--- src/rtl/reaction_fsm.sv ---
// reaction_fsm: controller for a reaction-time tester.
//   A start_btn pulse arms a trial and enables the external random-wait
//   counter. When that counter reports rwait_done, the lamp lights and
//   milliseconds are counted until react_btn. Pressing before the lamp
//   gives EARLY. No press within MAX_MS gives TIMEOUT.
// Ports:
//   clk          system clock, rising edge
//   reset        asynchronous reset, active low
//   start_btn    single-cycle pulse, begins or restarts a trial
//   react_btn    single-cycle pulse, user response
//   rwait_done   random wait expired (honoured only while waiting)
//   start_rwait  level, high only while waiting for the random delay
//   led          stimulus lamp, high only while timing
//   rtime[13:0]  reaction time in ms
//   rtime_valid  rtime holds a completed measurement
//   early        user pressed before the lamp lit
//   timeout      no response within MAX_MS
// All outputs are registered. They are derived from the next state, so each
// output is valid on the same edge on which its state is entered.
module reaction_fsm #(
  parameter int CLKS_PER_MS = 100000,
  parameter int MAX_MS      = 9999
) (
  input  logic        clk,
  input  logic        reset,
  input  logic        start_btn,
  input  logic        react_btn,
  input  logic        rwait_done,
  output logic        start_rwait,
  output logic        led,
  output logic [13:0] rtime,
  output logic        rtime_valid,
  output logic        early,
  output logic        timeout
);

  localparam int TW = (CLKS_PER_MS > 1) ? $clog2(CLKS_PER_MS) : 1;
  localparam logic [TW-1:0] TICK_LAST = TW'(CLKS_PER_MS - 1);
  localparam logic [13:0]   RT_MAX    = 14'(MAX_MS);

  localparam logic [2:0] S_IDLE    = 3'd0;
  localparam logic [2:0] S_RWAIT   = 3'd1;
  localparam logic [2:0] S_TIMING  = 3'd2;
  localparam logic [2:0] S_DONE    = 3'd3;
  localparam logic [2:0] S_EARLY   = 3'd4;
  localparam logic [2:0] S_TIMEOUT = 3'd5;

  logic [2:0]    state, state_nxt;
  logic [TW-1:0] tick, tick_nxt;
  logic [13:0]   rtime_nxt;

  always_comb begin
    state_nxt = state;
    tick_nxt  = tick;
    rtime_nxt = rtime;
    case (state)
      S_IDLE: begin
        if (start_btn) begin
          state_nxt = S_RWAIT;
          rtime_nxt = '0;
        end
      end
      S_RWAIT: begin
        // A press wins over a simultaneous rwait_done.
        if (react_btn) begin
          state_nxt = S_EARLY;
          rtime_nxt = '0;
        end else if (rwait_done) begin
          state_nxt = S_TIMING;
          tick_nxt  = '0;
          rtime_nxt = '0;
        end
      end
      S_TIMING: begin
        // A press freezes rtime at its current value, even on a wrap cycle,
        // so a press coincident with the final wrap reports MAX_MS.
        if (react_btn) begin
          state_nxt = S_DONE;
        end else if (tick == TICK_LAST) begin
          tick_nxt = '0;
          if (rtime == RT_MAX) begin
            state_nxt = S_TIMEOUT;
            rtime_nxt = RT_MAX;
          end else begin
            rtime_nxt = rtime + 14'd1;
          end
        end else begin
          tick_nxt = tick + TW'(1);
        end
      end
      S_DONE, S_EARLY, S_TIMEOUT: begin
        if (start_btn) begin
          state_nxt = S_RWAIT;
          tick_nxt  = '0;
          rtime_nxt = '0;
        end
      end
      default: begin
        state_nxt = S_IDLE;
        tick_nxt  = '0;
        rtime_nxt = '0;
      end
    endcase
  end

  always_ff @(posedge clk or negedge reset) begin
    if (!reset) begin
      state       <= S_IDLE;
      tick        <= '0;
      rtime       <= '0;
      start_rwait <= 1'b0;
      led         <= 1'b0;
      rtime_valid <= 1'b0;
      early       <= 1'b0;
      timeout     <= 1'b0;
    end else begin
      state       <= state_nxt;
      tick        <= tick_nxt;
      rtime       <= rtime_nxt;
      start_rwait <= (state_nxt == S_RWAIT);
      led         <= (state_nxt == S_TIMING);
      rtime_valid <= (state_nxt == S_DONE);
      early       <= (state_nxt == S_EARLY);
      timeout     <= (state_nxt == S_TIMEOUT);
    end
  end

endmodule
--- config.mk ---
export PLATFORM = sky130hd
export DESIGN_NAME = reaction_fsm
export DESIGN_NICKNAME = d
export VERILOG_FILES = /design/src/rtl/reaction_fsm.sv
export SDC_FILE = /design/constraint.sdc
export NUM_CORES = 1
export LEC_CHECK = 0
export ABC_AREA = 1
export CAP_MARGIN = 20
export CELL_PAD_IN_SITES_DETAIL_PLACEMENT = 1
export CELL_PAD_IN_SITES_GLOBAL_PLACEMENT = 2
export CORE_MARGIN = 5
export CORE_UTILIZATION = 34
export DETAILED_ROUTE_END_ITERATION = 16
export PLACE_DENSITY = 0.94
export SLEW_MARGIN = 20
export SYNTH_ARGS = -nofsm -noshare
export SYNTH_HDL_FRONTEND = slang
export SYNTH_SLANG_ARGS = --single-unit
--- constraint.sdc ---
create_clock -name clk -period 4.1 [get_ports clk]
set_input_delay 1.23 -clock clk [delete_from_list [all_inputs] [get_ports clk]]
set_output_delay 1.23 -clock clk [all_outputs]
set_load 0.01 [all_outputs]
; Word level (Yosys, flattened, before mapping)
; Index checks and enable logic that the tools add are counted.
[totals]
regBits = 39
in_bits = 5
out_inout_bits = 19
[classes]
add_sub_neg = 2
n_eq_ne = 19
muxes = 20
bitwise = 1
reduce_logical = 5
[op_table]
columns = cell, count
row1 = two-way mux 17 bit, 5
row2 = two-way mux 14 bit, 6
row3 = one-hot mux 17 bit (4 select lines), 1
row4 = one-hot mux 14 bit (3 select lines), 1
row5 = two-way mux 3 bit, 6
row6 = adder 17 x 1 -> 17 bit (second input constant), 1
row7 = equality test 17 bit (second input constant), 1
row8 = adder 14 x 1 -> 14 bit (second input constant), 1
row9 = equality test 14 bit (second input constant), 1
row10 = equality test 3 x 2 -> 1 bit (second input constant), 4
row11 = equality test 3 bit (second input constant), 4
row12 = != test 2 bit (second input constant), 5
row13 = one-hot mux 3 bit (3 select lines), 1
row14 = equality test 3 x 1 -> 1 bit (second input constant), 2
row15 = AND reduction 5 bit, 1
row16 = AND reduction 4 bit, 1
row17 = OR reduction 4 bit, 1
row18 = logical NOT 3 bit, 1
row19 = != test 3 bit (second input constant), 1
row20 = OR reduction 3 bit, 1
row21 = != test 2 x 1 -> 1 bit (second input constant), 1
row22 = inverter 1 bit, 1

; Longest topological paths before layout
; Gate-level depths: netlist of run 1.
[depth]
depth_word = 6
ltp_mapped = 11

; Worst setup path after synthesis of run 1
; OpenSTA, ideal clock, no wires.
[synth_path]
path_kind = input-to-reg
start = in start_btn
end = reg rtime[7]
arrival_ns = 1.905
slack_ns = 2.078
path_stages = 9
n_path_buf = 1
path_cell_list = inv_1 nand2_1 a31oi_1 nor2_1 nand2_1 buf_2 inv_2 nand2_1 nand2_1
[synth_between]
elab_chain_cells = 2
[synth_rtl]
columns = item, line
row1 = "start, declared", 26  ; input logic start_btn,
row2 = != test 2 x 1 -> 1 bit (no line), --
row3 = AND reduction 4 bit (no line), --
row4 = "end signal, assigned", 119  ; rtime <= rtime_nxt;
row5 = "end, declared", 31  ; output logic [13:0] rtime,
; No other way between the ends.
; A chain may end at the register's enable or synchronous reset.

; Worst setup path after layout of run 1
[layout_path]
start = in react_btn
end = reg rtime[4]
[layout_between]
elab_chain_cells = 2
word_cells_on_any_way = 5
[layout_rtl]
columns = item, line
row1 = "start, declared", 27  ; input logic react_btn,
row2 = "!= test 3 bit (no line), or another cell as far along", --
row3 = AND reduction 4 bit (no line) or one-hot mux 14 bit (3 select lines) (tied branches), --
; Parallel ways exist; a longest one is shown, timed or not.

==> results of run 1 <==
[sequential cells by signal, indices dropped and copies added (netlist names)]
register / count
led: 1
tick: 17
rtime_valid: 1
start_rwait: 1
state: 3
rtime: 14
timeout: 1
early: 1
[power groups by stage]
stage,logic (uW),registers [uW],clock network (uW)
final,577,472,343
after floorplan,458,471,0
after detailed placement,585,480,0
after global placement,574,478,0
after global routing,650,480,376
after CTS,590,472,355
[worst paths after layout]
check                      cells past startpoint           startpoint                    to  slack, ns
min                                            2  tick[1]$_DFFE_PN0P_   tick[1]$_DFFE_PN0P_       0.58
max                                            8            react_btn  rtime[4]$_DFFE_PN0P_       1.33
max reg2reg                                    6   state[1]$_DFF_PN0_  rtime[4]$_DFFE_PN0P_       1.79
max in group asynchronous                      1                reset  tick[10]$_DFFE_PN0P_       2.47
min reg2reg                                    2  tick[1]$_DFFE_PN0P_   tick[1]$_DFFE_PN0P_       0.58
min in group asynchronous                      1                reset  rtime[6]$_DFFE_PN0P_       1.05
[worst max-delay path: stages]
cell and delay [ns]:
clkdlybuf4s50_1 0.52, inv_1 0.09, nand4_1 0.10, nand2_1 0.08
nor2_1 0.17, nand2_1 0.45, nand2_1 0.20, o21ai_1 0.09
[cells in the mapped netlist, types with 2 or more instances]
master	instances	area, um^2
nand2_1	126	473
nor2_1	48	180
dfrtp_1	39	976
inv_1	36	135
nand3_1	33	165
o21ai_1	16	80.1
nand4_1	12	75.1
inv_2	10	37.5
a21oi_1	7	35.0
nor3_1	6	30.0
o21ai_0	6	30.0
xor2_1	6	52.6
buf_2	3	15.0
nor2_2	3	18.8
nor2_4	3	33.8
nor3_2	3	30.0
a31oi_1	2	12.5
buf_6	2	22.5
clkinv_1	2	7.51
ha_1	2	25.0
nand2_2	2	12.5
nand3_2	2	20.0
o21bai_1	2	15.0
or2_2	2	12.5
[per-stage QoR]
step | setup WS (ns) | utilization [%] | std cells | area [um^2]
final | 1.33 | 41.0 | 505 | 2990
after global routing | 1.14 | 41.0 | 505 | 2990
after CTS | 1.32 | 41.0 | 505 | 2990
after detailed placement | 1.04 | 39.4 | 497 | 2870
after global placement | 1.15 | 39.4 | 497 | 2870
after floorplan | 2.08 | - | 381 | 2560
[cell type report]
cell class / instances / share of cell area, %
clock buffer: 6 / 2.76
clock inverter: 2 / 1.17
inverter: 48 / 6.03
multi-input combinational: 287 / 45.5
sequential: 39 / 32.6
tap: 99 / 4.14
timing repair buffer: 24 / 7.79
[routing by layer]
metal / global-route usage, % / part of all wire (%) / routed length [um]
met1: 20.2 / 46 / 3300
met5: 0 / 0 / 0
met3: 3.67 / 3.1 / 224
met4: 5.29 / 1.5 / 108
met2: 28.8 / 50 / 3590
[kinds of logic (layout without fill, tap and decap cells)]
logic type	Yosys count	count (layout)	share of synthesized area, %
simple gates	245	245	42.9
compound gates	34	34	7.03
buf+inv	55	80	8.93
fa+ha+maj	2	2	0.976
xor+xnor	6	6	2.05
flops	39	39	38.1
==> results.sh, run 1 <==
export IMPL_status="complete, no violations"
export IMPL_drive_above_1_share_pct=9.11
export IMPL_cts_buffers=5
export IMPL_vias_per_cell=4.93
export IMPL_syn_avg_cell_area_um2=6.73
export IMPL_ys_flop_type="dfrtp_1"
export IMPL_grt_pass1_vias=2649
export IMPL_maxSlewViolCount=0
export IMPL_cts_hold_fix_buffers=0
export IMPL_h_tree_depth=2
export IMPL_antenna_found_initial=0
export IMPL_clk_latency_ns=0.31
export IMPL_clock_skew_ns=0.00634
export IMPL_power_switching_uw=610
export IMPL_cts_sinks=39
export IMPL_hold_path_class="reg -> reg"
export IMPL_finalCritPeriodShare_pct=67.6
export IMPL_p_clk_share_pct=24.7
export IMPL_diodes=0
export IMPL_grtUsageTotal_pct=16.5
export IMPL_cts_resized=0
export IMPL_regArea_um2=976
export IMPL_finalWirelength_um=7230
export IMPL_clockBufferDepth=2
export IMPL_synth_area_mm2=0.00256
export IMPL_dr_total_vias=2490
export IMPL_wl_per_cell_um=14.3
export IMPL_ctsRootBufferMaster="clkbuf_8"
export IMPL_synth_seq_cells=39
export IMPL_die_x_um=96.8
export IMPL_rows=31
export IMPL_worst_pin_slew_ns=0.914
export IMPL_vdd_drop_max_mv=0.231
export IMPL_critPathLaunchType="input pin"
export IMPL_synth_cells=381
export IMPL_antenna_left=0
export IMPL_drt_pass1_iter_count=4
export IMPL_slew_headroom_pct=39.1
export IMPL_combPwrFrac_pct=41.5
export IMPL_p_int_uw=782
export IMPL_post_cts_buffers=0
export IMPL_hpwlAfterDp_um=5510
export IMPL_grt_max_degree=40
export IMPL_synth_edf_count=0
export IMPL_p_per_area_mw_per_mm2=466
export IMPL_start_util_pct=35.2
export IMPL_synth_nets=388
export IMPL_nFillCells=1001
export IMPL_cts_tree="built"
export IMPL_setup_viol=0
export IMPL_path_clk_slew_ns=0.07
export IMPL_synth_seq_area_share_pct=38.1
export IMPL_multi_input_area_mm2=0.00136
export IMPL_drt_iter0_markers=83
export IMPL_mostFrequentLayoutCell="nand2_1"
export IMPL_p_leak_uw=0.00133
export IMPL_crit_path_max_fanout=20
export IMPL_async_flop_share_pct=100
export IMPL_switching_share_pct=43.8
export IMPL_die_h_um=96.8
export IMPL_drc=0
export IMPL_fp_coreArea_mm2=0.00729
export IMPL_crit_required_ns=4.26
export IMPL_place_congestion=0.818
export IMPL_die_area_mm2=0.00938
export IMPL_grt_first_pass_wirelength_um=12800
export IMPL_rsz0062_at_grt="false"
export IMPL_finalNetCount=412
export IMPL_hold_viol=0
export IMPL_period_minus_slack_ns=2.77
export IMPL_overflow=0
export IMPL_fin_tns_setup_ns=0
export IMPL_whs_ns=0.577
export IMPL_yosysWarnings=0
export IMPL_areaGrowthSynthToFinish_pct=16.6
export IMPL_critPathKind="in -> reg"
export IMPL_seq_power_share_pct=33.9
export IMPL_max_freq_mhz=361
export IMPL_ys_types=32
export IMPL_mostFrequentLayoutCells="126 x nand2_1, 48 x nor2_1, 39 x dfrtp_1, 36 x inv_1, 33 x nand3_1"
export IMPL_power_uw=1390
export IMPL_cp_arrival_ns=2.94
export IMPL_worst_setup_path_end_kind="flop"
export IMPL_port_buffers=23
export IMPL_pin_count=24
export IMPL_drv_cap=0
No activity file was read; power rests on OpenSTA's default activity.
==> run 2, diff against run 1 <==
- CORE_UTILIZATION: 34 -> 29
- PLACE_DENSITY: 0.94 -> 0.86
- clock period: 4.1 -> 2.4 ns (I/O delays scaled with it)
==> run 2 against run 1 <==
Critical path depth down 7. Die area up 15%. Via count up 1.0%. Sequential share of layout area down 0.79 points. Largest power group unchanged. Sequential power up 72%. Total power up 81%. Flip-flop and latch count unchanged. Non-clock buffer count up 5. Wire length up 1.7%. Largest cell class unchanged. Critical endpoint is now rtime[3].
==> results.sh, run 2 (synthesis gave the netlist of run 1 again) <==
export IMPL_overflow=0
export IMPL_crit_family="buffers and inverters"
export IMPL_numPlacedInstances=511
export IMPL_finalCritPeriodShare_pct=87.0
export IMPL_cts_tree="built"
export IMPL_start_util_pct=29.5
export IMPL_areaGrowthSynthToFinish_pct=19.5
export IMPL_vdd_drop_max_mv=0.450
export IMPL_grt_first_pass_wirelength_um=13200
export IMPL_p_per_area_mw_per_mm2=821
export IMPL_dp_worst_setup_slack_ns=0.152
export IMPL_drc=0
export IMPL_largest_reg_flops=17
export IMPL_r2r_start="tick[1]$_DFFE_PN0P_"
export IMPL_rsz0062_at_grt="false"
export IMPL_place_congestion=0.803
export IMPL_power_uw=2510
export IMPL_port_buffers=23
export IMPL_regMostFlops="tick"
export IMPL_mostFrequentLayoutCell="nand2_1"
export IMPL_cts_buffers=5
export IMPL_rr_endpoint="rtime[8]$_DFFE_PN0P_"
export IMPL_setup_ws_ns=0.313
export IMPL_drv_cap=0
export IMPL_max_freq_mhz=479
export IMPL_crit_required_ns=1.68
export IMPL_hold_path_class="in -> async"
export IMPL_path_buf_inv=1
export IMPL_die_h_um=104
export IMPL_critPathKind="reg -> out"
export IMPL_finalWirelength_um=7350
export IMPL_h_tree_depth=2
export IMPL_cts_sinks=39
export IMPL_grt_pass1_vias=2730
export IMPL_drt_iter0_markers=64
export IMPL_maxSlewViolCount=0
export IMPL_r2r_cells=9
export IMPL_top_regs="tick: 17 flops, rtime: 14 flops, state: 3 flops"
export IMPL_switching_share_pct=42.6
export IMPL_p_int_uw=1440
export IMPL_cpPeakStageDelay_ns=0.59
export IMPL_slew_headroom_pct=60.4
export IMPL_grtUsageTotal_pct=14.4
export IMPL_fin_tns_setup_ns=0
export IMPL_drive_above_1_share_pct=10.2
export IMPL_ctsRootBufferMaster="clkbuf_8"
export IMPL_antenna_found_initial=0
export IMPL_fp_coreArea_mm2=0.00868
export IMPL_diodes=0
export IMPL_slowest_stage="clkdlybuf4s50_1"
export IMPL_rows=34
export IMPL_post_cts_buffers=0
export IMPL_hold_viol=0
export IMPL_mostFrequentLayoutCells="126 x nand2_1, 48 x nor2_1, 39 x dfrtp_1, 36 x inv_1, 33 x nand3_1"
export IMPL_die_x_um=104
export IMPL_critPathLaunchType="flop"
export IMPL_cts_resized=0
export IMPL_crit_path_max_fanout=8
export IMPL_die_area_mm2=0.0108
export IMPL_path_clk_slew_ns=0.09
export IMPL_cts_hold_fix_buffers=0
export IMPL_setup_viol=0
export IMPL_clock_skew_ns=0.0166
export IMPL_clockBufferDepth=2
export IMPL_seq_power_share_pct=32.2
export IMPL_hpwlAfterDp_um=5750
export IMPL_cp_arrival_ns=1.37
export IMPL_pin_count=24
export IMPL_clk_latency_ns=0.30
export IMPL_power_switching_uw=1070
export IMPL_grt_max_degree=22
export IMPL_combPwrFrac_pct=44.8
export IMPL_finalNetCount=417
export IMPL_drt_pass1_iter_count=4
export IMPL_dr_total_vias=2515
export IMPL_p_leak_uw=0.00136
export IMPL_status="complete, no violations"
export IMPL_antenna_left=0
export IMPL_worst_setup_path_end_kind="output pin"
export IMPL_worst_pin_slew_ns=0.590
export IMPL_period_minus_slack_ns=2.09
export IMPL_p_clk_share_pct=23.0
export IMPL_stdcell_count=519
export IMPL_cp_cell_sequence="clkdlybuf4s50_1"
export IMPL_wl_per_cell_um=14.2
export IMPL_r2r_setup_slack_ns=0.46
export IMPL_final_core_util_pct=35.3
export IMPL_vias_per_cell=4.85
run 2: final cells by class:
cell class | instances | area, um^2
inverter | 48 | 180
sequential | 39 | 976
timing repair buffer | 29 | 295
multi-input combinational | 287 | 1360
tap | 108 | 135
fill | 1128 | 5620
clock buffer | 6 | 82.6
clock inverter | 2 | 35.0
run 2: metrics by stage:
stage               instance area (um^2)  hold slack [ns]
floorplan                           2560            0.424
finish                              3060            0.397
global placement                    2950            0.540
global route                        3060            0.443
detailed placement                  2950            0.554
CTS                                 3060            0.411
run 2: worst max path at each step:
stage	to	startpoint	cells past startpoint	slack [ns]
after detailed placement	rtime[3]$_DFFE_PN0P_	react_btn	9	0.15
after floorplan	rtime[7]$_DFFE_PN0P_	start_btn	9	0.89
after global routing	rtime[3]	rtime[3]$_DFFE_PN0P_	1	0.24
after global placement	rtime[9]$_DFFE_PN0P_	react_btn	9	0.21
after CTS	rtime[3]	rtime[3]$_DFFE_PN0P_	1	0.30
final	rtime[3]	rtime[3]$_DFFE_PN0P_	1	0.31
run 2: power by group through the flow:
| stage | sequential (uW) | combinational, uW | clock [uW] |
|---|---|---|---|
| floorplan | 804 | 783 | 0 |
| global placement | 817 | 1110 | 0 |
| detailed placement | 822 | 1140 | 0 |
| CTS | 809 | 1150 | 601 |
| global route | 822 | 1250 | 632 |
| finish | 810 | 1130 | 579 |
run 2: metal layers:
metal / vias up / part of all wire (%) / track usage [%]
met5: - / 0 / 0
met4: 0 / 1.6 / 5.27
met3: 11 / 3.5 / 2.98
met2: 33 / 48 / 24.0
met1: 1198 / 47 / 18.4
li1: 1273 / - / -
